**src/rtl/uart_tx.sv**
```systemverilog
// UART transmitter paced by an external baud level; each rising edge of baud is one bit boundary.
// States: IDLE wait for byte | SYNC wait first tick | START low bit | DATA LSB first | PARITY | STOP high bits.
module uart_tx #(
    parameter int DATA_BITS   = 8,
    parameter int PARITY_MODE = 0,
    parameter int STOP_BITS   = 1
) (
    input  logic                 clk,
    input  logic                 rst_n,
    input  logic                 baud,
    input  logic [DATA_BITS-1:0] tx_data,
    input  logic                 tx_valid,
    output logic                 tx_ready,
    output logic                 tx,
    output logic                 busy
);

    localparam bit         LP_PAR_EN    = (PARITY_MODE == 1) || (PARITY_MODE == 2);
    localparam bit         LP_PAR_ODD   = (PARITY_MODE == 2);
    localparam logic [3:0] LP_LAST_BIT  = 4'(DATA_BITS - 1);
    localparam logic       LP_LAST_STOP = (STOP_BITS == 2);

    typedef enum logic [2:0] {
        S_IDLE,
        S_SYNC,
        S_START,
        S_DATA,
        S_PARITY,
        S_STOP
    } state_t;

    state_t               r_state;
    logic                 r_baud_q;
    logic [DATA_BITS-1:0] r_shift;
    logic [3:0]           r_bit_cnt;
    logic                 r_stop_cnt;
    logic                 r_parity;
    logic                 r_tx;
    logic                 r_busy;

    state_t               w_state_nxt;
    logic [DATA_BITS-1:0] w_shift_nxt;
    logic [3:0]           w_bit_cnt_nxt;
    logic                 w_stop_cnt_nxt;
    logic                 w_parity_nxt;
    logic                 w_tx_nxt;
    logic                 w_tick;
    logic                 w_accept;

    assign w_tick   = baud & ~r_baud_q;
    assign tx_ready = (r_state == S_IDLE);
    assign w_accept = tx_valid & tx_ready;
    assign tx       = r_tx;
    assign busy     = r_busy;

    always_ff @(posedge clk) begin
        if (!rst_n) begin
            r_state    <= S_IDLE;
            r_baud_q   <= 1'b0;
            r_shift    <= '0;
            r_bit_cnt  <= '0;
            r_stop_cnt <= 1'b0;
            r_parity   <= 1'b0;
            r_tx       <= 1'b1;
            r_busy     <= 1'b0;
        end else begin
            r_state    <= w_state_nxt;
            r_baud_q   <= baud;
            r_shift    <= w_shift_nxt;
            r_bit_cnt  <= w_bit_cnt_nxt;
            r_stop_cnt <= w_stop_cnt_nxt;
            r_parity   <= w_parity_nxt;
            r_tx       <= w_tx_nxt;
            r_busy     <= (w_state_nxt != S_IDLE);
        end
    end

    // tx is registered from the value the next state will present, so the line never glitches.
    always_comb begin
        w_state_nxt    = r_state;
        w_shift_nxt    = r_shift;
        w_bit_cnt_nxt  = r_bit_cnt;
        w_stop_cnt_nxt = r_stop_cnt;
        w_parity_nxt   = r_parity;
        w_tx_nxt       = r_tx;

        case (r_state)
            S_IDLE: begin
                w_tx_nxt = 1'b1;
                if (w_accept) begin
                    w_shift_nxt    = tx_data;
                    w_parity_nxt   = (^tx_data) ^ LP_PAR_ODD;
                    w_bit_cnt_nxt  = '0;
                    w_stop_cnt_nxt = 1'b0;
                    w_state_nxt    = S_SYNC;
                end
            end
            S_SYNC: begin
                if (w_tick) begin
                    w_tx_nxt    = 1'b0;
                    w_state_nxt = S_START;
                end
            end
            S_START: begin
                if (w_tick) begin
                    w_tx_nxt      = r_shift[0];
                    w_bit_cnt_nxt = '0;
                    w_state_nxt   = S_DATA;
                end
            end
            S_DATA: begin
                if (w_tick) begin
                    if (r_bit_cnt == LP_LAST_BIT) begin
                        w_stop_cnt_nxt = 1'b0;
                        if (LP_PAR_EN) begin
                            w_tx_nxt    = r_parity;
                            w_state_nxt = S_PARITY;
                        end else begin
                            w_tx_nxt    = 1'b1;
                            w_state_nxt = S_STOP;
                        end
                    end else begin
                        w_shift_nxt   = {1'b0, r_shift[DATA_BITS-1:1]};
                        w_tx_nxt      = r_shift[1];
                        w_bit_cnt_nxt = r_bit_cnt + 4'd1;
                    end
                end
            end
            S_PARITY: begin
                if (w_tick) begin
                    w_tx_nxt       = 1'b1;
                    w_stop_cnt_nxt = 1'b0;
                    w_state_nxt    = S_STOP;
                end
            end
            S_STOP: begin
                if (w_tick) begin
                    w_tx_nxt = 1'b1;
                    if (r_stop_cnt == LP_LAST_STOP) begin
                        w_state_nxt = S_IDLE;
                    end else begin
                        w_stop_cnt_nxt = r_stop_cnt + 1'b1;
                    end
                end
            end
            default: begin
                w_tx_nxt    = 1'b1;
                w_state_nxt = S_IDLE;
            end
        endcase
    end

endmodule

```
**config.mk**
```make
export PLATFORM = sky130hd
export DESIGN_NAME = uart_tx
export DESIGN_NICKNAME = d
export VERILOG_FILES = /design/src/rtl/uart_tx.sv
export SDC_FILE = /design/constraint.sdc
export NUM_CORES = 1
export LEC_CHECK = 0
export CAP_MARGIN = 20
export CORE_MARGIN = 2
export CORE_UTILIZATION = 49
export CTS_BUF_LIST = sky130_fd_sc_hd__clkbuf_2 sky130_fd_sc_hd__clkbuf_4 sky130_fd_sc_hd__clkbuf_8
export CTS_CLUSTER_SIZE = 20
export DETAILED_ROUTE_END_ITERATION = 8
export PLACE_DENSITY_LB_ADDON = 0.12
export SYNTH_ARGS = -nofsm -noshare
export SYNTH_HDL_FRONTEND = slang
export SYNTH_SLANG_ARGS = --single-unit
```
**constraint.sdc**
```tcl
create_clock -name clk -period 1.6 [get_ports clk]
set_input_delay 0.32 -clock clk [delete_from_list [all_inputs] [get_ports clk]]
set_output_delay 0.32 -clock clk [all_outputs]
set_load 0.005 [all_outputs]
```
### Word level (Yosys, flattened, before mapping)

Index checks and enable logic that the tools add are counted.

* reduce and logical (&&, ||, !) cells: 10
* bitwise gates (word level): 3
* equality and inequality tests: 15
* muxes and demuxes: 30
* add/subtract/negate cells: 2

Operators by type and width (number)
* 3-bit 2-to-1 mux: 8
* 8-bit 2-to-1 mux: 3
* 3-bit case mux with 6 select lines: 1
* 4-bit 2-to-1 mux: 4
* 8-bit case mux with 2 select lines: 1
* 2-bit != test (second input constant): 7
* 4-bit case mux with 3 select lines: 1
* 1-bit 2-to-1 mux: 10
* 1-bit case mux with 4 select lines: 2
* 4-bit AND reduction: 2
* 3-bit by 2-bit equality test with 1-bit output (second input constant): 2
* 3-bit equality test (second input constant): 2
* 6-bit AND reduction: 1
* 3-bit nonzero test: 2
* 5-bit AND reduction: 1
* 4-bit by 1-bit adder with 4-bit output (second input constant): 1
* 4-bit by 3-bit equality test with 1-bit output (second input constant): 1
* 2-bit by 1-bit != test with 1-bit output (second input constant): 2
* 4-bit nonzero test: 1
* 3-bit by 1-bit equality test with 1-bit output (second input constant): 1
* 3-bit logical NOT: 1
* 1-bit bitwise AND: 2
* 2-bit nonzero test: 1
* 2-bit OR reduction: 1
* other kinds (2): 2

* word-level logic and storage cells: 67
* bits of input ports: 12
* output and inout bits: 3
* register bits after elaboration: 19

### Longest topological paths before layout

* depth after elaboration: 5
* gate-level depth with buffers: 6
* gate-level depth less buffers: 5

### Worst setup path after synthesis

No wires, ideal clock.

* path type: reg-to-reg
* start point: register r_bit_cnt[0]
* end point: register r_shift[0]
* path slack: 0.112 ns
* data required time: 1.541 ns
* arrival time: 1.429 ns
* buffers on the path: 1
* stages on the path, launching flop included: 7
* path through: dfxtp_1 ha_1 and3b_1 o21ai_2 and2_4 buf_6 o211a_1

* cells in the longest elaborated chain, start to end: 3

RTL lines
* start, declared: RTL line 35 `logic [3:0] r_bit_cnt;`
* start signal, assigned: RTL line 70 `r_bit_cnt <= w_bit_cnt_nxt;`
* 4-bit by 3-bit equality test with 1-bit output: RTL line 113 `if (r_bit_cnt == LP_LAST_BIT) begin`
* 2-bit != test (no line)
* 4-bit AND reduction (no line)
* end signal, assigned: RTL line 69 `r_shift <= w_shift_nxt;`
* end, declared: RTL line 34 `logic [DATA_BITS-1:0] r_shift;`

Every way passes these cells.
A chain may end at the register's enable or synchronous reset.

### Final worst setup path

* start point: register r_tx (netlist: tx)
* end point: output port tx

RTL lines
* start, declared: RTL line 38 `logic r_tx;`
* start signal, assigned: RTL line 73 `r_tx <= w_tx_nxt;`
* end, declared: RTL line 14 `output logic tx,`

No word-level cell between the ends.

==> impl_metrics.toml <==
[outcome]
status = "finished clean"

[yosys]
yosysWarnings = 0
ys_types = 39
synthCells = 103
synth_common_cells = "18 x dfxtp_1, 8 x nand3_1, 8 x o211a_1"
synth-main-ff-cell = "dfxtp_1"
synth_most_common_cell = "dfxtp_1"
synth_edf_count = 0
yosysTopAreaCell = "dfxtp_1"
yosys-top-cells-area = "dfxtp_1 37%, o211a_1 8.2%, mux2i_1 7.2%"
syn_nets = 116
ys_async_sr_fraction_pct = 0
ys_ff_latch = 18
yosys.area.top_type_share_pct = 37.11
syn_area_um2 = 970.9
synth-seq-area-share_pct = 37.11
syn_avg_cell_area_um2 = 9.427

[setup_path]
cp_top_family = "buffers and inverters"
worstPathCellList = "clkdlybuf4s50_1"
max_stage_delay_ns = 0.50
arrival_ns = 1.15
required_ns = 1.28
rr_worst_depth = 5
regToRegSetupSlack_ns = 0.13
critPathCaptureType = "output port"
r2r-end = "tx"
worstSetupPathType = "flop to output port"
timing.rr.start = "r_bit_cnt[0]"
cp_slowest_cell = "clkdlybuf4s50_1"
crit_fanout = 2
worstSetupStartpointType = "flop"
path_buf_inv = 1

[pwr]
power_leakage_nw = 0.6171
power.density_nw_per_um2 = 806.9
ir_drop_uv = 523.7

[place]
gp_congestion = 0.8618
dp.cells = 147
hpwlAfterDp_um = 1438
dpl_cell_area_um2 = 1174
port-buffer-count = 14

[timing]
hold_violations = 0
worst_pin_slew_ns = 0.3624
finClkSkew_ns = 0.004743
setup_viol = 0
max_freq_mhz = 680.3
period_minus_slack_ns = 1.470
max_slew_margin_pct = 75.22
rsz0062_at_grt = "false"
slew_viol_final = 0
fin_crit_sh_pct = 91.87

[floorplan]
row_count = 16
start_util_pct = 50.52
dieArea_um2 = 2354
die_h_um = 48.52
ios = 15
die_x_um = 48.52
core_um2 = 1922

[global_route]
grt_pass1_wl_um = 3505
grt_use_total_pct = 18.70
grt_pass1_vias = 789
antenna_found_initial = 0
grt_start_max_net_pins = 20
grt-ovfl-total = 0

[final_layout]
nNetsFinal = 138
design_area_um2 = 1222
final_cells = 151
diodes = 0
final_core_util_pct = 63.61
area_delta_synth_final_pct = 25.90
drive_gt1_share_pct = 21.77

[detailed_routing]
viasPerCell = 5.722
drc_errors = 0
vias = 864
routed_wl_um = 2037
antenna_left = 0
first_iter_violations = 30
post_drt_wl_per_cell_um = 13.49
drt_pre_antenna_iters = 4

[clocking]
insertion_delay_ns = 0.30
cts_tree = "built"
numClockSinks = 18
htree_num_levels = 1
path_clk_slew_ns = 0.11
clockBufferDepth = 2
post_cts_buffers = 0
numCtsBuffers = 3
ctsRootBufferMaster = "clkbuf_4"

[min_path]
holdPathStages = 2
min_path_type = "flop to flop"
worstHoldEndpoint = "r_shift[7]"
min_from = "r_shift[7]"

[flow_run]
drv_cap = 0
==> flip-flops by register name (all words and copies together) (netlist names) <==
| name | count |
|---|---|
| busy | 1 |
| r_baud_q | 1 |
| r_bit_cnt | 4 |
| r_shift | 8 |
| r_state | 3 |
| tx | 1 |
==> worst register-to-register path, stage by stage, from the launching register on <==
cell,delay (ns)
dfxtp_2,0.35
ha_1,0.20
and3b_2,0.26
o211a_1,0.21
nor4_1,0.21
o21ai_0,0.11
==> cell type report <==
| cell class | count | area, µm² |
|---|---|---|
| Clock buffer | 4 | 36.28 |
| Inverter | 2 | 7.507 |
| Multi-Input combinational cell | 74 | 553.0 |
| Fill cell | 180 | 699.4 |
| Tap cell | 27 | 33.78 |
| Sequential cell | 18 | 362.8 |
| Timing Repair Buffer | 26 | 229.0 |
==> layout by cell type, fill, tap and decap left out, drive strengths merged, types with 3 or more instances in the layout <==
| cell type | Yosys | routed |
|---|---|---|
| nand2 | 7 | 7 |
| o211a | 8 | 8 |
| buf | 7 | 12 |
| a21boi | 3 | 3 |
| dfxtp | 18 | 18 |
| o21ai | 6 | 6 |
| nand3 | 8 | 8 |
| nor4 | 3 | 3 |
| clkbuf | 2 | 4 |
| mux2i | 7 | 7 |
| a21oi | 4 | 4 |
| clkdlybuf4s50 | 0 | 13 |
==> per-stage QoR <==
step / hold slack (ns) / TNS [ns] / worst slack, ns / power (mW)
4_1_cts: 0.4661 / 0 / 0.08727 / 0.9940
6_report: 0.4663 / 0 / 0.1301 / 0.9864
3_5_place_dp: 0.4507 / -1.355 / -0.2328 / 0.7111
2_1_floorplan: 0.4277 / 0 / 0.1122 / 0.6342
5_1_grt: 0.5130 / 0 / 0.01568 / 1.042
3_3_place_gp: 0.4377 / -0.6435 / -0.1393 / 0.7044
==> how the worst max path moves through the flow <==
stage	from	to	slack (ns)	cells past startpoint
3_3_place_gp	baud	r_bit_cnt[1]	-0.14	5
3_5_place_dp	baud	r_bit_cnt[1]	-0.23	5
5_1_grt	r_bit_cnt[1]	r_bit_cnt[1]	0.02	6
2_1_floorplan	r_bit_cnt[0]	r_shift[0]	0.11	6
6_report	tx	tx	0.13	1
4_1_cts	r_bit_cnt[0]	r_state[2]	0.09	5
==> logic make-up (layout without fill, tap and decap cells) <==
group | after synthesis | count (layout) | share of synthesized area (%)
AO/OA/AOI/OAI | 27 | 27 | 21.65
adder cells (fa/ha/maj) | 1 | 1 | 1.288
buffers and inverters | 11 | 32 | 7.088
flip-flops | 18 | 18 | 37.11
multiplexers | 7 | 7 | 7.217
AND/OR/NAND/NOR | 39 | 39 | 25.65
==> layer usage <==
layer	part of all wire [%]	GRT usage, %	vias to the layer above
li1	-	-	426
met1	45	23.68	402
met2	49	32.64	34
met3	4.4	1.852	2
met4	0.69	7.619	0
met5	0	0	-
==> repair_timing <==
action,in CTS,in global routing
hold buffers,0,0
resized for setup,1,5
setup endpoints to repair,1,5
pin swaps,1,1
==> where the power goes <==
part / total, mW / switching, mW / leakage (nW) / internal (mW)
clock network: 0.283 / 0.145 / 0.0210 / 0.139
registers: 0.498 / 0.0181 / 0.149 / 0.480
logic: 0.205 / 0.0912 / 0.447 / 0.113
Power figures use the tool's default switching activity.
